[config.mk]
export PLATFORM = sky130hd
export DESIGN_NAME = memory_accessor
export DESIGN_NICKNAME = d
export VERILOG_FILES = /design/src/rtl/memory_accessor_pkg.sv /design/src/rtl/mem_lane_formatter.sv /design/src/rtl/memory_accessor.sv
export SDC_FILE = /design/constraint.sdc
export NUM_CORES = 1
export LEC_CHECK = 0
export CAP_MARGIN = 20
export CORE_UTILIZATION = 39
export CTS_CLUSTER_SIZE = 24
export DETAILED_ROUTE_END_ITERATION = 7
export HOLD_SLACK_MARGIN = 0.06
export PLACE_DENSITY_LB_ADDON = 0.3
export SYNTH_ARGS = -nofsm -noshare
export SYNTH_HDL_FRONTEND = slang
export SYNTH_SLANG_ARGS = --single-unit
[constraint.sdc]
create_clock -name clk -period 2.1 [get_ports clk]
set_input_delay 0.63 -clock clk [delete_from_list [all_inputs] [get_ports clk]]
set_output_delay 0.63 -clock clk [all_outputs]
set_load 0.05 [all_outputs]
[src/rtl/memory_accessor_pkg.sv]
// Shared types and decode helpers for the memory-access pipeline stage.
`default_nettype none
package memory_accessor_pkg;

    typedef enum logic [1:0] {IDLE, REQ, RESP} mem_state_t;
    typedef enum logic [1:0] {BYTE, HALF, WORD} mem_size_t;

    typedef struct packed {
        logic       lb;
        logic       lh;
        logic       lw;
        logic       lbu;
        logic       lhu;
        logic       sb;
        logic       sh;
        logic       sw;
        logic [4:0] rd;
    } ctrl_info_t;

    function automatic logic is_load(input ctrl_info_t c);
        return c.lb | c.lh | c.lw | c.lbu | c.lhu;
    endfunction

    function automatic logic is_store(input ctrl_info_t c);
        return c.sb | c.sh | c.sw;
    endfunction

    function automatic mem_size_t op_size(input ctrl_info_t c);
        if (c.lw | c.sw)
            return WORD;
        else if (c.lh | c.lhu | c.sh)
            return HALF;
        return BYTE;
    endfunction

    // Byte ops (and non-memory ops, which report BYTE) can never be misaligned.
    function automatic logic is_misaligned(input ctrl_info_t c, input logic [1:0] lo);
        case (op_size(c))
            WORD:    return |lo;
            HALF:    return lo[0];
            default: return 1'b0;
        endcase
    endfunction

endpackage
`default_nettype wire

[src/rtl/mem_lane_formatter.sv]
// Combinational byte-lane steering: store enables/data replication and load extract/extend.
`default_nettype none
module mem_lane_formatter
    import memory_accessor_pkg::*;
(
    input  mem_size_t   i_size,
    input  logic        i_is_load,
    input  logic        i_is_store,
    input  logic        i_signed,
    input  logic [1:0]  i_addr_lo,
    input  logic [31:0] i_rs2,
    input  logic [31:0] i_rdata,
    output logic [3:0]  o_be,
    output logic [31:0] o_wdata,
    output logic [31:0] o_load_data
);

    logic [7:0]  w_byte;
    logic [15:0] w_half;

    always_comb begin
        o_be        = 4'b0000;
        o_wdata     = 32'h0;
        o_load_data = 32'h0;
        w_byte      = i_rdata[8*i_addr_lo +: 8];
        w_half      = i_addr_lo[1] ? i_rdata[31:16] : i_rdata[15:0];
        if (i_is_store) begin
            case (i_size)
                BYTE: begin
                    o_be    = 4'b0001 << i_addr_lo;
                    o_wdata = {4{i_rs2[7:0]}};
                end
                HALF: begin
                    o_be    = i_addr_lo[1] ? 4'b1100 : 4'b0011;
                    o_wdata = {2{i_rs2[15:0]}};
                end
                default: begin
                    o_be    = 4'b1111;
                    o_wdata = i_rs2;
                end
            endcase
        end else if (i_is_load) begin
            o_be = 4'b1111;
            case (i_size)
                BYTE:    o_load_data = {{24{i_signed & w_byte[7]}}, w_byte};
                HALF:    o_load_data = {{16{i_signed & w_half[15]}}, w_half};
                default: o_load_data = i_rdata;
            endcase
        end
    end

endmodule
`default_nettype wire

[src/rtl/memory_accessor.sv]
// Memory pipeline stage: accepts an executed op, runs a req/ack data-memory access when
// needed and presents a writeback record to the next stage.
`default_nettype none
module memory_accessor
    import memory_accessor_pkg::*;
#(
    parameter int ADDR_W = 16
) (
    input  logic              clk,
    input  logic              rst_n,
    input  logic              i_in_valid,
    output logic              o_in_ready,
    input  ctrl_info_t        i_ctr_info,
    input  logic [31:0]       i_exec_result,
    input  logic [31:0]       i_rs2_val,
    output logic              o_mem_req,
    output logic              o_mem_we,
    output logic [ADDR_W-1:0] o_mem_addr,
    output logic [3:0]        o_mem_be,
    output logic [31:0]       o_mem_wdata,
    input  logic [31:0]       i_mem_rdata,
    input  logic              i_mem_ack,
    output logic              o_out_valid,
    input  logic              i_out_ready,
    output logic              o_wb_en,
    output logic [4:0]        o_wb_rd,
    output logic [31:0]       o_wb_value,
    output logic              o_misalign
);

    mem_state_t        r_state;
    mem_state_t        w_state_nxt;
    ctrl_info_t        r_ctr;
    logic [ADDR_W-1:0] r_word_addr;
    logic [1:0]        r_addr_lo;
    logic [31:0]       r_rs2;
    logic              r_misalign;
    logic [31:0]       r_wb_value;

    logic              w_accept;
    logic              w_in_mem;
    logic              w_in_mis;
    logic [31:0]       w_load_data;

    assign w_accept = i_in_valid && o_in_ready;
    assign w_in_mem = is_load(i_ctr_info) || is_store(i_ctr_info);
    assign w_in_mis = w_in_mem && is_misaligned(i_ctr_info, i_exec_result[1:0]);

    // Everything driven toward memory comes from registers, so it is stable for the whole REQ.
    mem_lane_formatter u_fmt (
        .i_size      (op_size(r_ctr)),
        .i_is_load   (is_load(r_ctr)),
        .i_is_store  (is_store(r_ctr)),
        .i_signed    (r_ctr.lb | r_ctr.lh),
        .i_addr_lo   (r_addr_lo),
        .i_rs2       (r_rs2),
        .i_rdata     (i_mem_rdata),
        .o_be        (o_mem_be),
        .o_wdata     (o_mem_wdata),
        .o_load_data (w_load_data)
    );

    always_comb begin
        w_state_nxt = r_state;
        o_in_ready  = 1'b0;
        case (r_state)
            IDLE: begin
                o_in_ready = 1'b1;
                if (i_in_valid)
                    w_state_nxt = (w_in_mem && !w_in_mis) ? REQ : RESP;
            end
            REQ: begin
                if (i_mem_ack)
                    w_state_nxt = RESP;
            end
            RESP: begin
                o_in_ready = i_out_ready;
                if (i_out_ready) begin
                    if (i_in_valid)
                        w_state_nxt = (w_in_mem && !w_in_mis) ? REQ : RESP;
                    else
                        w_state_nxt = IDLE;
                end
            end
            default: w_state_nxt = IDLE;
        endcase
    end

    always_ff @(posedge clk or negedge rst_n) begin
        if (!rst_n) begin
            r_state     <= IDLE;
            r_ctr       <= '0;
            r_word_addr <= '0;
            r_addr_lo   <= 2'b00;
            r_rs2       <= 32'h0;
            r_misalign  <= 1'b0;
            r_wb_value  <= 32'h0;
        end else begin
            r_state <= w_state_nxt;
            if (w_accept) begin
                r_ctr       <= i_ctr_info;
                r_word_addr <= i_exec_result[ADDR_W+1:2];
                r_addr_lo   <= i_exec_result[1:0];
                r_rs2       <= i_rs2_val;
                r_misalign  <= w_in_mis;
                r_wb_value  <= i_exec_result;
            end else if (r_state == REQ && i_mem_ack && is_load(r_ctr)) begin
                r_wb_value  <= w_load_data;
            end
        end
    end

    assign o_mem_req   = (r_state == REQ);
    assign o_mem_we    = (r_state == REQ) && is_store(r_ctr);
    assign o_mem_addr  = r_word_addr;
    assign o_out_valid = (r_state == RESP);
    assign o_misalign  = (r_state == RESP) && r_misalign;
    assign o_wb_en     = (r_state == RESP) && !r_misalign && !is_store(r_ctr) && (r_ctr.rd != 5'd0);
    assign o_wb_rd     = r_ctr.rd;
    assign o_wb_value  = r_wb_value;

endmodule
`default_nettype wire

==> impl_metrics.csv <==
group,metric,value,unit
pwr,p_seq_frac,0.253,
pwr,p_switching,4.75,mW
synthesis,ys.flop_type,"dfrtp_1",
synthesis,synth-seq-cells,98,
grt,grt_pass1_wl,31300,um
timing,rsz0062_at_grt,"true",
outcome,status,"finished, violations left",
pwr,power_frac_comb,0.585,
critical_path,reg2reg_from,"r_ctr[11]",
synthesis,yosysTopAreaCell,"dfrtp_1",
routing,vias,5586,
clock_tree,cts_max_level,3,
pwr,swShare,0.444,
synthesis,synth.cell_area,0.00502,mm2
critical_path,end_kind,"output port",
timing,fin_skew,0.00517,ns
critical_path,worstPathRequired,1.47,ns
die,die_h,115,um
pwr,power.density,1160,mW/mm2
timing,finalSetupTns,-13.31,ns
clock_tree,cts_made_buffers,9,
synthesis,synth.yosys.seq_area_share,0.489,
placement,hpwl,15400,um
die,fp-row-count,41,
synthesis,synth_area_leaders,"dfrtp_1 49%, nand2_1 18%, mux4_2 3.6%",
critical_path,r2r_setup_slack,0,ns
clock_tree,cts.clk_slew.worst_paths,0.07,ns
clock_tree,clockBufferDepth,2,
pwr,ir_drop,0.650,mV
placement,port_buffers,208,
critical_path,crit_type,"flip-flop to output port",
critical_path,path_max_fanout,4,
routing,drt_first_iter_violations,420,
synthesis,synth_warnings,0,
finish,multi_input_area,0.00295,mm2
pwr,clockPowerShare,0.162,
die,start_util,0.399,
routing,ant_nets,0,
synthesis,synthCells,576,
grt,gr-total-overflow,0,
timing,worst_pin_slew,0.508,ns
synthesis,syn-num-nets,690,
finish,fill_cells,905,
timing,fin_crit,2.62,ns
timing,clock.fmax,382,MHz
clock_tree,tritoncts,"yes",
placement,gp_congestion,0.925,
die,die_w,115,um
synthesis,synth_edf_count,0,
finish,final_layout_size_suffix_gt1_frac,0.355,
timing,maxSlewViolCount,0,
routing,routedWlPerCell,20.5,um
critical_path,slowest_delay,0.42,ns
synthesis,ys_types,49,
timing,fin_ws,-0.516,ns
timing,finalHoldViolCount,0,
critical_path,critPathTopFamily,"simple AND/OR/NAND/NOR gates",
clock_tree,clock_sinks,98,
timing,relSlewSlack,0.660,
finish,fin_cells,1023,
die,die_area,0.0133,mm2
routing,viasPerCell,5.46,
grt,grt_max_degree,50,
finish,final_net_count,959,
routing,firstDrtPassIters,7,
timing,setup_violations,38,
timing,post-route-period-util,1.25,
clock_tree,hold_buffers,0,
job,cap_violations,0,
critical_path,critPathBufInv,2,
placement,placed_cells,987,
routing,drc,0,
outcome,violations,"setup timing",
grt,grt_antenna_before_repair,1,
grt,first_global_vias,5739,
synthesis,yosysTopAreaCellShare,0.489,
pwr,p_leak,4.39,nW
finish,utilization,0.731,
min_path,min_path_type,"primary input to asynchronous set/reset pin",
synthesis,syn_area_per_cell,8.71,um2
grt,grt_usage,0.318,
critical_path,slowest_stage,"or3_4",
critical_path,cp.arrival,1.99,ns
synthesis,ys_async_sr_fraction,1.00,
finish,layout.area.seq,0.00245,mm2
clock_tree,cts_root_buf,"clkbuf_16",
finish,syn2layout_area_growth,83.1,%
pwr,p_int,5.95,mW
critical_path,crit_start,"r_ctr[11]",
die,ios,209,
critical_path,cp-start-kind,"flip-flop",
die,core-area,0.0126,mm2
clock_tree,clock_latency,0.35,ns
routing,drt_wl_total,20900,um
critical_path,path_cells,"or3_4 > or3_4 > nor2_4 > buf_6 > a21oi_2 > buf_6",
[cell type report]
type,instances,area share
multi-input combinational,427,0.321
clock buffer,12,0.0279
sequential,98,0.267
tap,172,0.0234
inverter,12,0.00490
antenna,1,0.000272
timing repair buffer,297,0.350
clock inverter,4,0.00545
[power groups by stage]
| stage | combinational [mW] | clock (mW) | sequential [mW] |
|---|---|---|---|
| floorplan | 2.66 | 0 | 3.35 |
| global placement | 5.67 | 0 | 2.65 |
| detailed placement | 5.73 | 0 | 2.68 |
| CTS | 6.18 | 1.73 | 2.68 |
| global route | 6.53 | 1.81 | 2.75 |
| finish | 6.26 | 1.73 | 2.71 |
[sequential cells by signal, indices dropped and copies added (netlist names)]
| name | cells |
|---|---|
| o_mem_addr | 16 |
| o_wb_rd | 5 |
| o_wb_value | 32 |
| r_addr_lo | 2 |
| r_ctr | 8 |
| r_misalign | 1 |
| r_rs2 | 32 |
| r_state | 2 |
[placed cells by master (no fill, tap or decap), drive strengths merged, types with 13 or more instances in the layout]
| cell | count |
|---|---|
| a22o | 16 |
| nand2 | 244 |
| o21ai | 13 |
| clkdlybuf4s50 | 107 |
| a211o | 16 |
| nor2 | 17 |
| clkbuf | 13 |
| buf | 184 |
| a21oi | 23 |
| dfrtp | 98 |
[stage by stage]
stage / power [mW] / instance area [um2] / hold slack, ns / setup slack [ns]
detailed placement: 8.41 / 8360 / 0.466 / -0.440
global placement: 8.32 / 8360 / 0.459 / -0.413
finish: 10.7 / 9190 / 0.195 / -0.516
global route: 11.1 / 9190 / 0.220 / -0.565
floorplan: 6.02 / 5510 / 0.334 / -0.124
CTS: 10.6 / 9110 / 0.206 / -0.520
[timing repair]
action | CTS | global route
endpoints found under the setup margin | 62 | 61
gates cloned | 2 | 1
pin swaps | 15 | 17
gates resized for setup | 73 | 19
buffers inserted | 13 | 7
[metal layers]
metal  vias to the layer above  part of all wire  GRT usage
met5                         -                 0          0
met4                         0             0.025      0.123
met3                        35             0.067     0.0601
met2                       262              0.48      0.515
met1                      2763              0.42      0.423
li1                       2526                 -          -
[Yosys cell counts, types with 8 or more instances]
master,number
o21ai_0,12
a211o_1,16
and2_1,9
dfrtp_1,98
nand3_1,10
inv_1,12
o221ai_1,10
a21oi_1,20
a311oi_1,8
nand2_1,243
nor2_1,16
clkbuf_1,18
o22ai_1,8
a22o_1,16
mux4_2,8
[cells by family after synthesis]
logic type / share of synthesized area
compound gates: 0.174
buf+inv: 0.0516
flops: 0.489
mux: 0.0381
simple gates: 0.248
[final timing paths]
check | cells past startpoint | to
min in group clk | 2 | o_mem_addr[11]
max reg2reg | 7 | o_wb_value[20]
min reg2reg | 2 | o_mem_addr[11]
max | 6 | o_mem_be[1]
min | 1 | o_wb_rd[2]
max in group asynchronous | 2 | r_ctr[5]
(Power assumes the default switching activity.)
